### config.mk
export PLATFORM = sky130hd
export DESIGN_NAME = debounce_edge
export DESIGN_NICKNAME = d
export VERILOG_FILES = /design/src/rtl/debounce_edge.sv
export SDC_FILE = /design/constraint.sdc
export NUM_CORES = 1
export LEC_CHECK = 0
export ABC_CLOCK_PERIOD_IN_PS = 2800
export BUFFER_PORTS_ARGS = -buffer_cell sky130_fd_sc_hd__buf_2
export CAP_MARGIN = 40
export CORE_AREA = 2 2 58 60
export CTS_CLUSTER_SIZE = 12
export DETAILED_ROUTE_END_ITERATION = 12
export DIE_AREA = 0 0 60 62
export GPL_TIMING_DRIVEN = 0
export HOLD_SLACK_MARGIN = 0.08
export PLACE_DENSITY = 0.51
export SETUP_SLACK_MARGIN = 0.4
export SLEW_MARGIN = 25
export SYNTH_ARGS = -nofsm -noshare
export SYNTH_HDL_FRONTEND = slang
export SYNTH_SLANG_ARGS = --single-unit
### constraint.sdc
create_clock -name clk -period 2.8 [get_ports clk]
set_clock_uncertainty 0.2 [all_clocks]
set_input_delay 0.7 -clock clk [delete_from_list [all_inputs] [get_ports clk]]
set_output_delay 0.7 -clock clk [all_outputs]
set_load 0.005 [all_outputs]
### src/rtl/debounce_edge.sv
// -----------------------------------------------------------------------------
// debounce_edge
//
// Conditions a raw asynchronous 1-bit input (push-button, switch, external
// strobe) into a clean synchronous level plus single-cycle edge pulses.
// Processing chain: synchronizer flops -> debounce counter/FSM -> registered
// outputs. level is meant to feed a downstream dff's d; rise/fall feed its en.
//
// Parameters:
//   SYNC_STAGES     - synchronizer depth on din (2..4)
//   DEBOUNCE_CYCLES - consecutive enabled mismatching samples needed to accept
//                     a new level (1..2**CNT_W)
//   CNT_W           - debounce counter width (1..32)
//
// Ports:
//   clk   - single clock, all state changes on posedge
//   rst   - asynchronous active-low reset; clears all state immediately
//   din   - raw asynchronous input
//   en    - sample enable; when low the debounce state and level freeze
//   level - debounced, registered level
//   rise  - one-cycle pulse in the first cycle level shows 1 after a 0
//   fall  - one-cycle pulse in the first cycle level shows 0 after a 1
//   busy  - high while a candidate transition is being counted (cnt != 0)
// -----------------------------------------------------------------------------
module debounce_edge #(
    parameter int SYNC_STAGES     = 2,
    parameter int DEBOUNCE_CYCLES = 4,
    parameter int CNT_W           = 16
) (
    input  logic clk,
    input  logic rst,
    input  logic din,
    input  logic en,
    output logic level,
    output logic rise,
    output logic fall,
    output logic busy
);

    // -------------------------------------------------------------------------
    // Elaboration-time parameter legality
    // -------------------------------------------------------------------------
    generate
        if (SYNC_STAGES < 2 || SYNC_STAGES > 4) begin : g_bad_sync_stages
            $error("debounce_edge: SYNC_STAGES=%0d outside 2..4", SYNC_STAGES);
        end
        if (CNT_W < 1 || CNT_W > 32) begin : g_bad_cnt_w
            $error("debounce_edge: CNT_W=%0d outside 1..32", CNT_W);
        end
        if (DEBOUNCE_CYCLES < 1 ||
            longint'(DEBOUNCE_CYCLES) > (longint'(1) << CNT_W)) begin : g_bad_debounce
            $error("debounce_edge: DEBOUNCE_CYCLES=%0d outside 1..2**CNT_W",
                   DEBOUNCE_CYCLES);
        end
    endgenerate

    // Terminal count: the sample that reaches this value while still
    // mismatching is the one that commits the new level.
    localparam logic [CNT_W-1:0] CNT_LAST = CNT_W'(DEBOUNCE_CYCLES - 1);
    localparam logic [CNT_W-1:0] CNT_ONE  = CNT_W'(1);

    typedef enum logic {
        IDLE  = 1'b0,
        COUNT = 1'b1
    } state_t;

    // -------------------------------------------------------------------------
    // Synchronizer: shifts every edge regardless of en
    // -------------------------------------------------------------------------
    logic [SYNC_STAGES-1:0] sync;
    logic                   s;

    always_ff @(posedge clk or negedge rst) begin
        if (!rst) begin
            sync <= '0;
        end else begin
            sync <= {sync[SYNC_STAGES-2:0], din};
        end
    end

    assign s = sync[SYNC_STAGES-1];

    // -------------------------------------------------------------------------
    // Debounce FSM state register
    // -------------------------------------------------------------------------
    state_t           state;
    state_t           state_nxt;
    logic [CNT_W-1:0] cnt;
    logic [CNT_W-1:0] cnt_nxt;
    logic             level_nxt;
    logic             rise_nxt;
    logic             fall_nxt;

    always_ff @(posedge clk or negedge rst) begin
        if (!rst) begin
            state <= IDLE;
            cnt   <= '0;
            level <= 1'b0;
            rise  <= 1'b0;
            fall  <= 1'b0;
        end else begin
            state <= state_nxt;
            cnt   <= cnt_nxt;
            level <= level_nxt;
            rise  <= rise_nxt;
            fall  <= fall_nxt;
        end
    end

    // -------------------------------------------------------------------------
    // Debounce FSM next-state logic
    // -------------------------------------------------------------------------
    always_comb begin
        state_nxt = state;
        cnt_nxt   = cnt;
        level_nxt = level;
        rise_nxt  = 1'b0;
        fall_nxt  = 1'b0;

        if (en) begin
            unique case (state)
                IDLE: begin
                    if (s != level) begin
                        if (DEBOUNCE_CYCLES == 1) begin
                            // Single-sample debounce: accept immediately.
                            level_nxt = s;
                            rise_nxt  = s;
                            fall_nxt  = ~s;
                        end else begin
                            cnt_nxt   = CNT_ONE;
                            state_nxt = COUNT;
                        end
                    end
                end

                COUNT: begin
                    if (s == level) begin
                        // Glitch rejected before reaching the terminal count.
                        cnt_nxt   = '0;
                        state_nxt = IDLE;
                    end else if (cnt == CNT_LAST) begin
                        level_nxt = s;
                        rise_nxt  = s;
                        fall_nxt  = ~s;
                        cnt_nxt   = '0;
                        state_nxt = IDLE;
                    end else begin
                        cnt_nxt = cnt + CNT_ONE;
                    end
                end

                default: begin
                    cnt_nxt   = '0;
                    state_nxt = IDLE;
                end
            endcase
        end
    end

    assign busy = (cnt != '0);

endmodule

# Word-level counts from Yosys, hierarchy flattened
# Index checks and enable logic that the tools add are counted.
# classes
add_sub_neg	1
eq_ne	4
mux	16
bitwise	3
reduce_logical	3
# ops
cell	count
two-way mux 16 bit	3
one-hot mux 16 bit (2 select lines)	1
adder 16 x 1 -> 16 bit, second input constant	1
== test 16 x 2 -> 1 bit, second input constant	1
nonzero test 16 bit	1
two-way mux 1 bit	11
AND reduction 4 bit	1
NOT 1 bit	3
inequality test 2 bit, second input constant	1
one-hot mux 1 bit (2 select lines)	1
AND reduction 2 bit	1
== test 1 bit	1
inequality test 1 bit	1
# totals
ff_bits	22
in_bits	4
output_inout_bits	4

# Logic depth before layout (Yosys ltp)
# Gate-level depths: netlist of the first run.
# depth
word_depth	5
mapped_depth	7
ltp_nobuf	6

# Least setup slack after synthesis of the first run
# Ideal clock, no wire load.
# synth_timing
path_type	reg2out
startpoint	reg cnt[11]
endpoint	out busy
arrival_ps	1103
required_ps	1900
path_slack_ps	797
stages_incl_launch_ff	4
path_buffers	0
cell_sequence	dfrtp_1 or4_1 nor2_1 nand4_1
# synth_between
elab_chain_cells	1
# synth_rtl
item	line_no	source
from (decl)	88	logic [CNT_W-1:0] cnt;
from (signal assigned)	103	cnt <= cnt_nxt;
nonzero test 16 bit	160	assign busy = (cnt != '0);
to (decl)	37	output logic busy
# Every way passes these cells.

# Worst setup path after layout of the first run
# layout_timing
startpoint	reg cnt[8]
endpoint	out busy
# Same word-level chain as after synthesis.

==> results_dict.tcl, run 1 <==
set metrics [dict create \
    status "complete, no violations" \
    endpoint "busy" \
    area_delta_synth_final_pct 14.5 \
    grt_max_degree 23 \
    coreArea_sq_um 3180 \
    required_ps 1900 \
    crit_chain "or4_4, nor2_4, nand4_1, buf_2" \
    r2r_start "cnt[0]$_DFFE_PN0P_" \
    dp_slack_ps 477 \
    hold_path.class "in2async" \
    fmax_ghz 0.397 \
    numClockSinks 22 \
    initial_utilization_pct 37.4 \
    hold_buffers 0 \
    n_antenna_cell 0 \
    synthSimpleGateAreaFrac_pct 27.7 \
    overflow 0 \
    viasPerCell 5.26 \
    vdd_drop_max_v 0.000298 \
    leakage_nw 0.581 \
    synthMuxAreaShare_pct 0 \
    pwr-share-seq_pct 45.0 \
    synth_cell_type_count 31 \
    drv_cap 0 \
    comb_power_share_pct 33.9 \
    numPortBuffers 7 \
    clk_pin_slew_ps 140 \
    tns_ps 0 \
    wl_per_cell_um 14.2 \
    gp_congestion 0.798 \
    cp.arrival_ps 1620 \
    num-nets-final 153 \
    ff2ff_setup_slack_ps 580 \
    setup_viol_count_final 0 \
    cpPeakStageDelay_ps 520 \
    hold_violations 0 \
    yosys.area_share.adder_pct 2.10 \
    drt_iter0_markers 63 \
    die_h_um 62 \
    crit_slowest_cell "or4_4" \
    cp_max_fo 6 \
    die_area_sq_um 3720 \
    grt_pass1_wl_um 4620 \
    syn_area_sq_um 1190 \
    drc 0 \
    ys_seq_area_share_pct 46.3 \
    dp_cells 185 \
    tightest_slew_ps 503 \
    track_usage_pct 17.0 \
    syn_inst 132 \
    grt_pass1_vias 953 \
    vias 1009 \
    cts_tree "yes" \
    swShare_pct 38.4 \
    clkLatencyLatePin_ps 320 \
    p_per_area_nw_per_um2 631 \
    end_kind "primary output" \
    stdcell_count 192 \
    slew_viol_final 0 \
    start_kind "flip-flop" \
    antenna_found_initial 0 \
    root_buffer "clkbuf_4" \
    reg2regPathDepth 6 \
    cp-startpoint "cnt[8]$_DFFE_PN0P_" \
    synth_top_family_by_area "simple AND/OR/NAND/NOR gates" \
    intPower_uw 530 \
    min_period_ps 2520 \
    ant_nets 0 \
    cts_max_level 1 \
    rsz0062_at_grt "yes" \
    synth_compound_area_share_pct 17.2 \
    synth_seq_cells 22 \
    timing.final.crit_share_pct 90.0 \
    dr.pass1.iters 4 \
    max_slew_margin_pct 66.4 \
    cts_buffer_depth 2 \
    synth_xor_area_share_pct 2.21 \
    r2r_end "cnt[11]$_DFFE_PN0P_" \
    hold_slack_ps 122 \
    ioPinCount 8 \
    syn-num-nets 138 \
    drive_gt1_share_pct 19.9 \
    num_rows 21 \
    crit_type "reg2out" \
    worst_slack_ps 281 \
    synth-warning-count 0 \
    place_hpwl_um 1850 \
    pwr-share-clk_pct 21.1 \
    switching_power_uw 330 \
    synth.avg_cell_area_sq_um 9.01 \
    cts_buffers 3 \
    die_w_um 60 \
    drt_wl_total_um 2730 \
]
[cell usage in the layout, fill, tap and decap left out]
cell type  synthesis  final
dfrtp_1           22     21
nand2_1           16     16
nand3_1           14     14
buf_2              4     11
o21ai_1            8      8
nor2_1             8      7
o21ai_0            7      7
inv_1              6      6
nor3_1             6      6
nand4_1            5      5
o31ai_1            5      5
nor3b_1            3      3
a21oi_1            3      3
and3_1             3      3
clkbuf_4           0      3
buf_4              0      3
or4_4              0      2
nor2_4             0      2
xor2_1             2      2
o311ai_2           2      2
a211oi_1           2      2
ha_1               2      2
nor4_1             1      1
and4bb_2           1      1
buf_6              1      1
o21a_1             1      1
and4_1             1      1
xnor2_1            1      1
a21boi_0           1      1
and4b_2            1      1
nand2_2            1      1
o22ai_1            1      1
o41ai_1            1      1
clkbuf_8           0      1
dfrtp_2            0      1
[routing by layer]
metal | up-vias | global-route usage [%] | routed length [um]
met1 | 483 | 23.6 | 1380
li1 | 514 | - | -
met5 | - | 0 | 0
met4 | 0 | 3.81 | 21
met2 | 10 | 27.2 | 1270
met3 | 2 | 3.73 | 59
[power by group through the flow]
| stage | combinational [mW] | sequential [mW] | clock (mW) |
|---|---|---|---|
| after floorplan | 0.202 | 0.384 | 0 |
| final | 0.291 | 0.387 | 0.181 |
| after CTS | 0.289 | 0.387 | 0.189 |
| after detailed placement | 0.287 | 0.394 | 0 |
| after global placement | 0.285 | 0.392 | 0 |
| after global routing | 0.331 | 0.393 | 0.196 |
[worst min path at each step]
stage | depth (start not counted) | end | slack [ps] | start
after CTS | 1 | state$_DFFE_PN0P_ | 130 | rst
after floorplan | 0 | sync[1]$_DFF_PN0_ | 130 | sync[0]$_DFF_PN0_
final | 1 | state$_DFFE_PN0P_ | 120 | rst
after detailed placement | 0 | sync[1]$_DFF_PN0_ | 140 | sync[0]$_DFF_PN0_
after global placement | 0 | sync[1]$_DFF_PN0_ | 130 | sync[0]$_DFF_PN0_
after global routing | 1 | level$_DFFE_PN0P_ | 160 | rst
[timing repair]
item	CTS	global route
gates cloned	0	0
buffers inserted	2	1
endpoints found under the setup margin	1	10
gates resized for setup	4	2
[kinds of logic (layout without fill, tap and decap cells)]
group           Yosys count  in the layout
xor+xnor                  3              3
simple gates             63             63
buf+inv                  11             25
flops                    22             22
fa+ha+maj                 2              2
compound gates           31             31
[Yosys cell counts (all sizes together)]
master  count  area share [%]
nor3        6             2.5
ha          2             2.1
xnor2       1            0.74
o21ai      15             6.3
nand3      14             5.9
o41ai       1            0.74
buf         5             2.6
o311ai      2             2.7
and4        1            0.74
xor2        2             1.5
a21boi      1            0.63
and4b       1            0.95
a211oi      2             1.3
o22ai       1            0.53
o21a        1            0.63
inv         6             1.9
o31ai       5             3.2
nand2      17             5.6
nor2        9             3.0
or4         2             1.3
a21oi       3             1.3
nand4       5             2.6
dfrtp      22              46
and3        3             1.6
nor4        1            0.53
nor3b       3             1.9
and4bb      1             1.1
[area by class of cell]
type                    count  area, sq um
plain buffers               5         31.3
clock buffers               4         36.3
fillers                   324         1820
inverters                   6         22.5
multi-input cells          99          606
flip-flops and latches     22          552
well taps                  46         57.6
repair buffers             10         57.6
[sequential cells by signal (all words and copies together) (netlist names)]
signal / count
fall: 1
sync: 2
rise: 1
cnt: 16
state: 1
level: 1
[critical path, delay by kind of cell, from the launching register on]
| kind | cells | cell delay (ps) |
|---|---|---|
| buf+inv | 1 | 150 |
| flops | 1 | 450 |
| simple gates | 3 | 700 |
[stage by stage]
step	total power, mW	cell area (sq um)	util (%)
3_5_place_dp	0.681	1280	40.3
2_1_floorplan	0.586	1190	-
6_report	0.860	1360	42.9
5_1_grt	0.919	1360	42.9
4_1_cts	0.866	1350	42.3
3_3_place_gp	0.676	1280	40.3
No activity file was read; power rests on OpenSTA's default activity.
==> run 2: changes to the inputs <==
--- a/config.mk
+++ b/config.mk
@@ -12,7 +12,7 @@
 export CTS_CLUSTER_SIZE = 12
 export DETAILED_ROUTE_END_ITERATION = 12
 export DIE_AREA = 0 0 60 62
-export GPL_TIMING_DRIVEN = 0
+export GPL_TIMING_DRIVEN = 1
 export HOLD_SLACK_MARGIN = 0.08
 export PLACE_DENSITY = 0.51
 export SETUP_SLACK_MARGIN = 0.4
==> run 2 against run 1 <==
  * Wire length decreased by 1.7%
  * Utilization rose by 0.47 points
  * Design area is 1.1% higher
  * Clock-buffer cell count fell by 1
  * First-iteration DRC count fell by 48%
  * Largest cell class unchanged
  * Largest power group unchanged
==> results_dict.tcl, run 2 (same netlist as run 1, synthesis figures left out) <==
set metrics [dict create \
    drc 0 \
    track_usage_pct 16.4 \
    hold_buffers 0 \
    die_area_sq_um 3720 \
    required_ps 1900 \
    r2r_start "cnt[0]$_DFFE_PN0P_" \
    hold_slack_ps 124 \
    cts_tree "yes" \
    tightest_slew_ps 490 \
    min_period_ps 2510 \
    place_hpwl_um 1820 \
    end_kind "primary output" \
    max_slew_margin_pct 67.2 \
    worst_slack_ps 285 \
    cts_buffers 3 \
    top_layer "met4" \
    cts_max_level 1 \
    dp_cells 182 \
    timing.final.crit_share_pct 89.8 \
    hold_violations 0 \
    largest_register_ffs 16 \
    status "complete, no violations" \
    hold_path.class "in2async" \
    setup_viol_count_final 0 \
    cp_max_fo 2 \
    vdd_drop_max_v 0.000266 \
    area_delta_synth_final_pct 15.8 \
    wl_per_cell_um 14.0 \
    leakage_nw 0.586 \
    clkLatencyLatePin_ps 310 \
    r2r_end "cnt[9]$_DFFE_PN0P_" \
    drive_gt1_share_pct 19.3 \
    clk_pin_slew_ps 120 \
    viasPerCell 5.37 \
    reg2regPathDepth 6 \
    dp_slack_ps 444 \
    placed_cell_area_sq_um 1270 \
    initial_utilization_pct 37.4 \
    ant_nets 0 \
    drt_wl_total_um 2680 \
    tns_ps 0 \
    start_kind "flip-flop" \
    design_area_sq_um 1380 \
    dr_wl_met2_um 1200 \
    cts_buffer_depth 2 \
    gp_congestion 0.808 \
    die_w_um 60 \
    ff2ff_setup_slack_ps 520 \
    overflow 0 \
    grt_max_degree 23 \
    coreArea_sq_um 3180 \
    cp-startpoint "cnt[11]$_DFFE_PN0P_" \
    die_h_um 62 \
    numPortBuffers 7 \
    largestRegisters "cnt: 16 flops, sync: 2 flops" \
    numClockSinks 22 \
    wl_met3_um 91 \
    num_rows 21 \
    p_per_area_nw_per_um2 656 \
    root_buffer "clkbuf_4" \
    utilization_pct 43.3 \
    top_register "cnt" \
    cp.arrival_ps 1610 \
    drv_cap 0 \
    crit_type "reg2out" \
    antenna_found_initial 0 \
    power_uw 904 \
    num-nets-final 152 \
    drt_iter0_markers 33 \
    stdcell_count 191 \
    fmax_ghz 0.398 \
    slew_viol_final 0 \
    ioPinCount 8 \
    final_cell_mix "21 x dfrtp_1, 16 x nand2_1, 14 x nand3_1" \
    grt_pass1_wl_um 4440 \
    vias 1025 \
    grt_pass1_vias 941 \
    n_antenna_cell 0 \
    wl_met1_um 1340 \
    final_common_cell "dfrtp_1" \
    dr.pass1.iters 4 \
    rsz0062_at_grt "yes" \
]
run 2: cell types whose count changed in the layout (fill, tap and decap cells not counted), sizes merged:
cell / before / now
bufinv: 0 / 1
clkbuf: 4 / 3
buf: 15 / 14
run 2: worst max path at each step:
| stage | endpoint | slack, ps | depth (start not counted) |
|---|---|---|---|
| finish | busy | 290 | 4 |
| CTS | busy | 270 | 4 |
| floorplan | busy | 800 | 3 |
| global placement | cnt[9]$_DFFE_PN0P_ | 490 | 6 |
| detailed placement | cnt[9]$_DFFE_PN0P_ | 440 | 6 |
| global route | busy | 230 | 4 |
run 2: final cells by class:
cell class | count | area [sq um]
Fill cell | 311 | 1800
Multi-Input combinational cell | 99 | 606
Sequential cell | 22 | 552
Timing Repair Buffer | 14 | 87.6
Tap cell | 46 | 57.6
Clock inverter | 1 | 30.0
Clock buffer | 3 | 22.5
Inverter | 6 | 22.5
run 2: repair_timing:
action                     CTS  global route
buffers inserted             2             3
setup endpoints to repair    1            10
pin swaps                    3             3
gates resized for setup      4             2
run 2: per-layer routing:
metal  vias up  GRT usage (%)
li1        510              -
met1       489           22.5
met2        21           25.3
met3         5           2.69
met4         0           8.25
met5         -              0
run 2: where the power goes:
| group | total [mW] | internal [mW] | switching [mW] |
|---|---|---|---|
| registers | 0.390 | 0.347 | 0.0425 |
| logic | 0.271 | 0.0976 | 0.173 |
| clock network | 0.244 | 0.145 | 0.0989 |
| total | 0.904 | 0.589 | 0.314 |
run 2: critical path, stage by stage (launching register included):
cell	delay, ps
dfrtp_2	430
or4_4	540
nor2_4	120
nand4_1	70
buf_2	150
